===== src/rtl/hazard_ctrl_if.sv =====
// Pipeline-control bundle between the RV32I datapath and hazard_ctrl.
// The datapath (master) drives hazard inputs; hazard_ctrl (slave) returns
// pipeline-register enables, flushes, status and performance counters.
interface hazard_ctrl_if #(
  parameter int CNT_W = 16
);
  logic [4:0]       id_rs1;
  logic [4:0]       id_rs2;
  logic             id_use_rs1;
  logic             id_use_rs2;
  logic [4:0]       ex_rd;
  logic             ex_mem_read;
  logic             ex_redirect;
  logic             mem_req;
  logic             mem_ready;
  logic             halt_req;
  logic             pc_write;
  logic             pc_sel_redirect;
  logic             if_id_write;
  logic             if_id_flush;
  logic             id_ex_write;
  logic             id_ex_flush;
  logic             ex_mem_write;
  logic             mem_wb_flush;
  logic             halted;
  logic             mem_timeout;
  logic [CNT_W-1:0] stall_cnt;
  logic [CNT_W-1:0] flush_cnt;

  modport master (
    output id_rs1, id_rs2, id_use_rs1, id_use_rs2, ex_rd, ex_mem_read,
           ex_redirect, mem_req, mem_ready, halt_req,
    input  pc_write, pc_sel_redirect, if_id_write, if_id_flush, id_ex_write,
           id_ex_flush, ex_mem_write, mem_wb_flush, halted, mem_timeout,
           stall_cnt, flush_cnt
  );

  modport slave (
    input  id_rs1, id_rs2, id_use_rs1, id_use_rs2, ex_rd, ex_mem_read,
           ex_redirect, mem_req, mem_ready, halt_req,
    output pc_write, pc_sel_redirect, if_id_write, if_id_flush, id_ex_write,
           id_ex_flush, ex_mem_write, mem_wb_flush, halted, mem_timeout,
           stall_cnt, flush_cnt
  );
endinterface


===== src/rtl/hazard_ctrl.sv =====
// Central pipeline control for the 5-stage RV32I core: load-use stalls,
// EX redirects, data-memory wait states, drain/halt, and saturating
// stall/flush counters with a sticky memory-timeout flag.
// Control outputs are combinational so pipeline registers act on them at
// the following edge; state, counters and the timeout flag are registered.
module hazard_ctrl #(
  parameter int CNT_W        = 16,
  parameter int MEM_TIMEOUT  = 64,
  parameter int DRAIN_CYCLES = 4
) (
  input logic          clk,
  input logic          rst_n,
  hazard_ctrl_if.slave hz
);

  localparam int WAIT_W  = $clog2(MEM_TIMEOUT + 1);
  localparam int DRAIN_W = $clog2(DRAIN_CYCLES + 1);

  typedef enum logic [1:0] {
    ST_RUN      = 2'd0,
    ST_MEM_WAIT = 2'd1,
    ST_DRAIN    = 2'd2,
    ST_HALTED   = 2'd3
  } state_t;

  state_t             state_r, state_nx_s;
  logic [WAIT_W-1:0]  wait_cnt_r, wait_cnt_nx_s;
  logic [DRAIN_W-1:0] drain_cnt_r, drain_cnt_nx_s;
  logic [CNT_W-1:0]   stall_cnt_r, flush_cnt_r;
  logic               mem_timeout_r, timeout_set_s;
  logic               load_use_s, mem_stall_s;
  logic               pc_write_s, pc_sel_redirect_s, if_id_write_s, if_id_flush_s;
  logic               id_ex_write_s, id_ex_flush_s, ex_mem_write_s, mem_wb_flush_s;
  logic               halted_s;

  // A source operand read in ID that the load in EX is about to produce.
  function automatic logic src_hit(input logic use_src, input logic [4:0] rs,
                                   input logic [4:0] rd);
    return use_src & (rs == rd);
  endfunction

  assign load_use_s  = hz.ex_mem_read & (hz.ex_rd != 5'd0) &
                       (src_hit(hz.id_use_rs1, hz.id_rs1, hz.ex_rd) |
                        src_hit(hz.id_use_rs2, hz.id_rs2, hz.ex_rd));
  assign mem_stall_s = hz.mem_req & ~hz.mem_ready;

  // Next-state, wait/drain counter and pipeline-control decode.
  always_comb begin
    state_nx_s        = state_r;
    wait_cnt_nx_s     = {WAIT_W{1'b0}};
    drain_cnt_nx_s    = drain_cnt_r;
    timeout_set_s     = 1'b0;
    pc_write_s        = 1'b1;
    pc_sel_redirect_s = 1'b0;
    if_id_write_s     = 1'b1;
    if_id_flush_s     = 1'b0;
    id_ex_write_s     = 1'b1;
    id_ex_flush_s     = 1'b0;
    ex_mem_write_s    = 1'b1;
    mem_wb_flush_s    = 1'b0;
    halted_s          = 1'b0;
    case (state_r)
      ST_RUN, ST_MEM_WAIT: begin
        drain_cnt_nx_s = {DRAIN_W{1'b0}};
        if (mem_stall_s) begin
          // Freeze everything up to MEM; redirect/load-use re-present later.
          pc_write_s     = 1'b0;
          if_id_write_s  = 1'b0;
          id_ex_write_s  = 1'b0;
          ex_mem_write_s = 1'b0;
          mem_wb_flush_s = 1'b1;
          state_nx_s     = ST_MEM_WAIT;
          if (state_r == ST_MEM_WAIT) begin
            if (wait_cnt_r < WAIT_W'(MEM_TIMEOUT)) begin
              wait_cnt_nx_s = wait_cnt_r + WAIT_W'(1);
            end else begin
              wait_cnt_nx_s = wait_cnt_r;
            end
            timeout_set_s = (wait_cnt_nx_s == WAIT_W'(MEM_TIMEOUT));
          end else begin
            wait_cnt_nx_s = {WAIT_W{1'b0}};
          end
        end else begin
          state_nx_s = hz.halt_req ? ST_DRAIN : ST_RUN;
          if (hz.ex_redirect) begin
            pc_sel_redirect_s = 1'b1;
            if_id_flush_s     = 1'b1;
            id_ex_flush_s     = 1'b1;
          end else if (load_use_s) begin
            pc_write_s    = 1'b0;
            if_id_write_s = 1'b0;
            id_ex_flush_s = 1'b1;
          end else begin
            pc_write_s = 1'b1;
          end
        end
      end
      ST_DRAIN: begin
        pc_write_s    = 1'b0;
        if_id_flush_s = 1'b1;
        if (mem_stall_s) begin
          if_id_write_s  = 1'b0;
          id_ex_write_s  = 1'b0;
          ex_mem_write_s = 1'b0;
          mem_wb_flush_s = 1'b1;
        end else begin
          mem_wb_flush_s = 1'b0;
        end
        if (!hz.halt_req) begin
          state_nx_s     = ST_RUN;
          drain_cnt_nx_s = {DRAIN_W{1'b0}};
        end else if (mem_stall_s) begin
          drain_cnt_nx_s = drain_cnt_r;
        end else if (drain_cnt_r == DRAIN_W'(DRAIN_CYCLES - 1)) begin
          state_nx_s     = ST_HALTED;
          drain_cnt_nx_s = {DRAIN_W{1'b0}};
        end else begin
          drain_cnt_nx_s = drain_cnt_r + DRAIN_W'(1);
        end
      end
      ST_HALTED: begin
        halted_s       = 1'b1;
        pc_write_s     = 1'b0;
        if_id_flush_s  = 1'b1;
        drain_cnt_nx_s = {DRAIN_W{1'b0}};
        state_nx_s     = hz.halt_req ? ST_HALTED : ST_RUN;
      end
      default: begin
        state_nx_s     = ST_RUN;
        drain_cnt_nx_s = {DRAIN_W{1'b0}};
      end
    endcase
  end

  // State, wait/drain counters and sticky timeout flag.
  always_ff @(posedge clk or negedge rst_n) begin
    if (!rst_n) begin
      state_r       <= ST_RUN;
      wait_cnt_r    <= {WAIT_W{1'b0}};
      drain_cnt_r   <= {DRAIN_W{1'b0}};
      mem_timeout_r <= 1'b0;
    end else begin
      state_r       <= state_nx_s;
      wait_cnt_r    <= wait_cnt_nx_s;
      drain_cnt_r   <= drain_cnt_nx_s;
      mem_timeout_r <= mem_timeout_r | timeout_set_s;
    end
  end

  // Saturating performance counters for stalled-PC and IF/ID-flush cycles.
  always_ff @(posedge clk or negedge rst_n) begin
    if (!rst_n) begin
      stall_cnt_r <= {CNT_W{1'b0}};
      flush_cnt_r <= {CNT_W{1'b0}};
    end else begin
      if (!pc_write_s && (stall_cnt_r != {CNT_W{1'b1}})) begin
        stall_cnt_r <= stall_cnt_r + CNT_W'(1);
      end else begin
        stall_cnt_r <= stall_cnt_r;
      end
      if (if_id_flush_s && (flush_cnt_r != {CNT_W{1'b1}})) begin
        flush_cnt_r <= flush_cnt_r + CNT_W'(1);
      end else begin
        flush_cnt_r <= flush_cnt_r;
      end
    end
  end

  assign hz.pc_write        = pc_write_s;
  assign hz.pc_sel_redirect = pc_sel_redirect_s;
  assign hz.if_id_write     = if_id_write_s;
  assign hz.if_id_flush     = if_id_flush_s;
  assign hz.id_ex_write     = id_ex_write_s;
  assign hz.id_ex_flush     = id_ex_flush_s;
  assign hz.ex_mem_write    = ex_mem_write_s;
  assign hz.mem_wb_flush    = mem_wb_flush_s;
  assign hz.halted          = halted_s;
  assign hz.mem_timeout     = mem_timeout_r;
  assign hz.stall_cnt       = stall_cnt_r;
  assign hz.flush_cnt       = flush_cnt_r;

endmodule


===== src/flat_wrapper.sv =====
// flat-port wrapper written by rule: the top's interface ports become plain ports
module hazard_ctrl_flat 
#(
  parameter int CNT_W        = 16,
  parameter int MEM_TIMEOUT  = 64,
  parameter int DRAIN_CYCLES = 4
)
  (clk, rst_n, hz_id_rs1, hz_id_rs2, hz_id_use_rs1, hz_id_use_rs2, hz_ex_rd, hz_ex_mem_read, hz_ex_redirect, hz_mem_req, hz_mem_ready, hz_halt_req, hz_pc_write, hz_pc_sel_redirect, hz_if_id_write, hz_if_id_flush, hz_id_ex_write, hz_id_ex_flush, hz_ex_mem_write, hz_mem_wb_flush, hz_halted, hz_mem_timeout, hz_stall_cnt, hz_flush_cnt);
  hazard_ctrl_if #(.CNT_W(CNT_W)) hz_i ();
  input logic clk;
  input logic rst_n;
  input wire logic [$bits(hz_i.id_rs1)-1:0] hz_id_rs1;
  input wire logic [$bits(hz_i.id_rs2)-1:0] hz_id_rs2;
  input wire logic [$bits(hz_i.id_use_rs1)-1:0] hz_id_use_rs1;
  input wire logic [$bits(hz_i.id_use_rs2)-1:0] hz_id_use_rs2;
  input wire logic [$bits(hz_i.ex_rd)-1:0] hz_ex_rd;
  input wire logic [$bits(hz_i.ex_mem_read)-1:0] hz_ex_mem_read;
  input wire logic [$bits(hz_i.ex_redirect)-1:0] hz_ex_redirect;
  input wire logic [$bits(hz_i.mem_req)-1:0] hz_mem_req;
  input wire logic [$bits(hz_i.mem_ready)-1:0] hz_mem_ready;
  input wire logic [$bits(hz_i.halt_req)-1:0] hz_halt_req;
  output wire logic [$bits(hz_i.pc_write)-1:0] hz_pc_write;
  output wire logic [$bits(hz_i.pc_sel_redirect)-1:0] hz_pc_sel_redirect;
  output wire logic [$bits(hz_i.if_id_write)-1:0] hz_if_id_write;
  output wire logic [$bits(hz_i.if_id_flush)-1:0] hz_if_id_flush;
  output wire logic [$bits(hz_i.id_ex_write)-1:0] hz_id_ex_write;
  output wire logic [$bits(hz_i.id_ex_flush)-1:0] hz_id_ex_flush;
  output wire logic [$bits(hz_i.ex_mem_write)-1:0] hz_ex_mem_write;
  output wire logic [$bits(hz_i.mem_wb_flush)-1:0] hz_mem_wb_flush;
  output wire logic [$bits(hz_i.halted)-1:0] hz_halted;
  output wire logic [$bits(hz_i.mem_timeout)-1:0] hz_mem_timeout;
  output wire logic [$bits(hz_i.stall_cnt)-1:0] hz_stall_cnt;
  output wire logic [$bits(hz_i.flush_cnt)-1:0] hz_flush_cnt;
  assign hz_i.id_rs1 = hz_id_rs1;
  assign hz_i.id_rs2 = hz_id_rs2;
  assign hz_i.id_use_rs1 = hz_id_use_rs1;
  assign hz_i.id_use_rs2 = hz_id_use_rs2;
  assign hz_i.ex_rd = hz_ex_rd;
  assign hz_i.ex_mem_read = hz_ex_mem_read;
  assign hz_i.ex_redirect = hz_ex_redirect;
  assign hz_i.mem_req = hz_mem_req;
  assign hz_i.mem_ready = hz_mem_ready;
  assign hz_i.halt_req = hz_halt_req;
  assign hz_pc_write = hz_i.pc_write;
  assign hz_pc_sel_redirect = hz_i.pc_sel_redirect;
  assign hz_if_id_write = hz_i.if_id_write;
  assign hz_if_id_flush = hz_i.if_id_flush;
  assign hz_id_ex_write = hz_i.id_ex_write;
  assign hz_id_ex_flush = hz_i.id_ex_flush;
  assign hz_ex_mem_write = hz_i.ex_mem_write;
  assign hz_mem_wb_flush = hz_i.mem_wb_flush;
  assign hz_halted = hz_i.halted;
  assign hz_mem_timeout = hz_i.mem_timeout;
  assign hz_stall_cnt = hz_i.stall_cnt;
  assign hz_flush_cnt = hz_i.flush_cnt;
  hazard_ctrl #(.CNT_W(CNT_W), .MEM_TIMEOUT(MEM_TIMEOUT), .DRAIN_CYCLES(DRAIN_CYCLES)) u_core (.clk(clk), .rst_n(rst_n), .hz(hz_i));
endmodule

===== config.mk =====
export PLATFORM = sky130hd
export DESIGN_NAME = hazard_ctrl_flat
export DESIGN_NICKNAME = d
export VERILOG_FILES = /design/src/rtl/hazard_ctrl_if.sv /design/src/rtl/hazard_ctrl.sv /design/src/flat_wrapper.sv
export SDC_FILE = /design/constraint.sdc
export NUM_CORES = 1
export LEC_CHECK = 0
export BUFFER_PORTS_ARGS = -buffer_cell sky130_fd_sc_hd__buf_2
export CORE_MARGIN = 2
export CORE_UTILIZATION = 56
export DETAILED_ROUTE_END_ITERATION = 7
export PLACE_DENSITY = 0.85
export SYNTH_ARGS = -nofsm -noshare
export SYNTH_HDL_FRONTEND = slang
export SYNTH_SLANG_ARGS = --single-unit

===== constraint.sdc =====
create_clock -name clk -period 4.4 [get_ports clk]
set_clock_uncertainty 0.15 [all_clocks]
set_input_delay 0.88 -clock clk [delete_from_list [all_inputs] [get_ports clk]]
set_output_delay 0.88 -clock clk [all_outputs]
set_load 0.02 [all_outputs]

==> results.toml <==
[status]
status = "complete, no violations"

[routing]
drtPass1Iterations = 4
num_vias = 1838
ant_nets = 0
via_per_inst = 5.45
drc = 0
dr.first_iter.drc_count = 72
wl_per_cell_um = 13.3
routed_wl_um = 4500

[sta]
slew_headroom_pct = 36.8
slew_viol_final = 0
fin_ws_ps = 1130
rsz0062_at_grt = "no"
period_minus_slack_ps = 3270
fmax_mhz = 306
fin_crit_sh_pct = 74.4
hold_violations = 0
tns_ps = 0
setup_viol = 0
tightestPinTransition_ps = 948

[layout]
syn2layout_area_growth_pct = 19.9
instances_no_fill = 337
nets = 314
drive_gt1_share_pct = 29.6
n_antenna_cell = 0

[setup_path]
crit_path_end_kind = "output pin"
rr_endpoint = "u_core.hz.stall_cnt[1]"
rrSetupSlack_ps = 2130
reg2reg_from = "u_core.hz.stall_cnt[10]"
endpoint = "hz_id_ex_flush"
cp_max_fo = 3
path_class = "in -> out"
crit_arrival_ps = 2240
cp-start-kind = "primary input"
critPathRequiredTime_ps = 3370
reg2reg_depth = 6
startpoint = "hz_ex_rd[0]"

[synthesis]
synthCells = 217
async_flop_share_pct = 100
ys_ff_latch = 45
yosysWarnings = 0
synth_top_cell_by_area = "dfrtp_1"
synth-seq-area-share_pct = 48.8
synthTopCellsByCount = "dfrtp_1 (45), xnor2_1 (32), nor2_1 (17)"
avgSynthCellArea_um2 = 10.6
synth.distinct_cells = 38
synth_top_area_share_pct = 48.8
netlist_area_um2 = 2310
synth-edff-count = 0
yosys.cell_count.top_type = "dfrtp_1"
netlist_top_cells_area = "dfrtp_1 (49%), xnor2_1 (12%), xor2_1 (4.2%), and3_1 (3.0%), nor2_1 (2.8%)"
synth_ff_type = "dfrtp_1"
synthesis.nets = 245

[floorplanning]
ios = 66
die_x_um = 68.2
die_area_um2 = 4650
fp.dieH_um = 68.2
core_area_um2 = 3970
core.rowCount = 23
initial_core_util_pct = 58.1

[clocking]
cts_htree_levels = 2
cts_tree = "built"
numClockSinks = 45
clk_pin_slew_ps = 80
numCtsBuffers = 5
clkLatencyLatePin_ps = 300
post_cts_resized = 0
cts_buffer_depth = 2
hold_buffers = 0
clock-root-buffer = "clkbuf_8"
cts_setup_buffers = 0

[pwr]
p_clk_share_pct = 22.5
vdd_ir_drop_max_mv = 0.367
switchingPower_uw = 422
p_per_area_nw_per_um2 = 424
p_leak_nw = 1.34
p_int_uw = 751
p_seq_share_pct = 48.7
switching_share_pct = 36.0
p_comb_share_pct = 28.8
power_mw = 1.17

[place]
dpl.hpwl_um = 3420
finalWeightedCongestion = 0.797
dp.cells = 329
io_buffers = 65
dp_slack_ps = 1130

[grt]
grt_overflow = 0
antenna_found_initial = 0
grt_usage_pct = 21.5
grt_pass1_vias = 1703
grt_pass1_wl_um = 7410
grt_max_degree = 46

[flow_run]
drv_cap = 0

[hold_path]
worstHoldPathType = "reg -> reg"
worst max-delay path, cell delays in order:
cell and delay [ps]:
buf_2 120, or4_1 530, o21ai_2 150, and2b_2 240
o21a_1 160, buf_2 150
worst min-delay path by stage:
| stage | from | end | slack (ps) | depth (start not counted) |
|---|---|---|---|---|
| after floorplan | u_core.drain_cnt_r[2] | u_core.drain_cnt_r[2] | 330 | 2 |
| after global placement | u_core.hz.mem_timeout | u_core.hz.mem_timeout | 300 | 1 |
| after detailed placement | u_core.hz.mem_timeout | u_core.hz.mem_timeout | 310 | 1 |
| after CTS | u_core.hz.mem_timeout | u_core.hz.mem_timeout | 320 | 1 |
| after global routing | u_core.hz.flush_cnt[14] | u_core.hz.flush_cnt[14] | 360 | 1 |
| final | u_core.hz.mem_timeout | u_core.hz.mem_timeout | 320 | 1 |
final cells by class:
class	instances	area, µm²
Clock buffer	6	82.6
Clock inverter	2	13.8
Fill cell	302	1200
Inverter	5	18.8
Multi-Input combinational cell	164	1140
Sequential cell	45	1130
Tap cell	50	62.6
Timing Repair Buffer	65	325
layout by cell type, fill, tap and decap left out, drive strengths merged, types with 2 or more instances in the layout:
cell	count
dfrtp	45
clkbuf	6
nor2b	6
xnor2	32
nand4	11
and3	11
mux2	2
nand2	14
a21oi	5
mux2i	2
xor2	11
ha	4
and2b	2
o22ai	3
nor3	7
nand3	13
nor2	18
buf	65
o21ai	2
nand2b	3
and4	4
clkinv	2
inv	5
and2	4
registers in the layout, summed over array words and instances, names as in the netlist:
name,count
u_core.drain_cnt_r,3
u_core.hz.flush_cnt,16
u_core.hz.stall_cnt,16
u_core.state_r,2
u_core.hz.mem_timeout,1
u_core.wait_cnt_r,7
kinds of logic after synthesis:
logic type	share of synthesized area, %
and+or+nand+nor	22.5
buffers and inverters	1.84
AOI/OAI and AO/OA	6.56
xor gates and xnor gates	16.3
muxes	1.84
adders and majority gates	2.17
DFF	48.8
through the flow:
step,instance area (µm²),hold slack (ps),utilization [%]
after global routing,2770,358,69.7
after floorplan,2310,329,-
after detailed placement,2670,306,67.3
after global placement,2670,298,67.3
after CTS,2770,325,69.7
final,2770,320,69.7
metal layers:
layer  track usage (%)  part of all wire [%]  up-vias
met1              26.2                    42      880
met5                 0                     0        -
met2              36.2                    50       53
li1                  -                     -      897
met4              10.0                   1.8        0
met3              4.77                   6.6        8
power by group through the flow:
stage                     Sequential [mW]  Clock (mW)  Combinational, mW
after floorplan                     0.647           0              0.144
after global placement              0.575           0              0.333
after detailed placement            0.579           0              0.341
after CTS                           0.571       0.275              0.343
after global routing                0.586       0.293              0.373
final                               0.572       0.264              0.337
No activity file was read; power rests on OpenSTA's default activity.
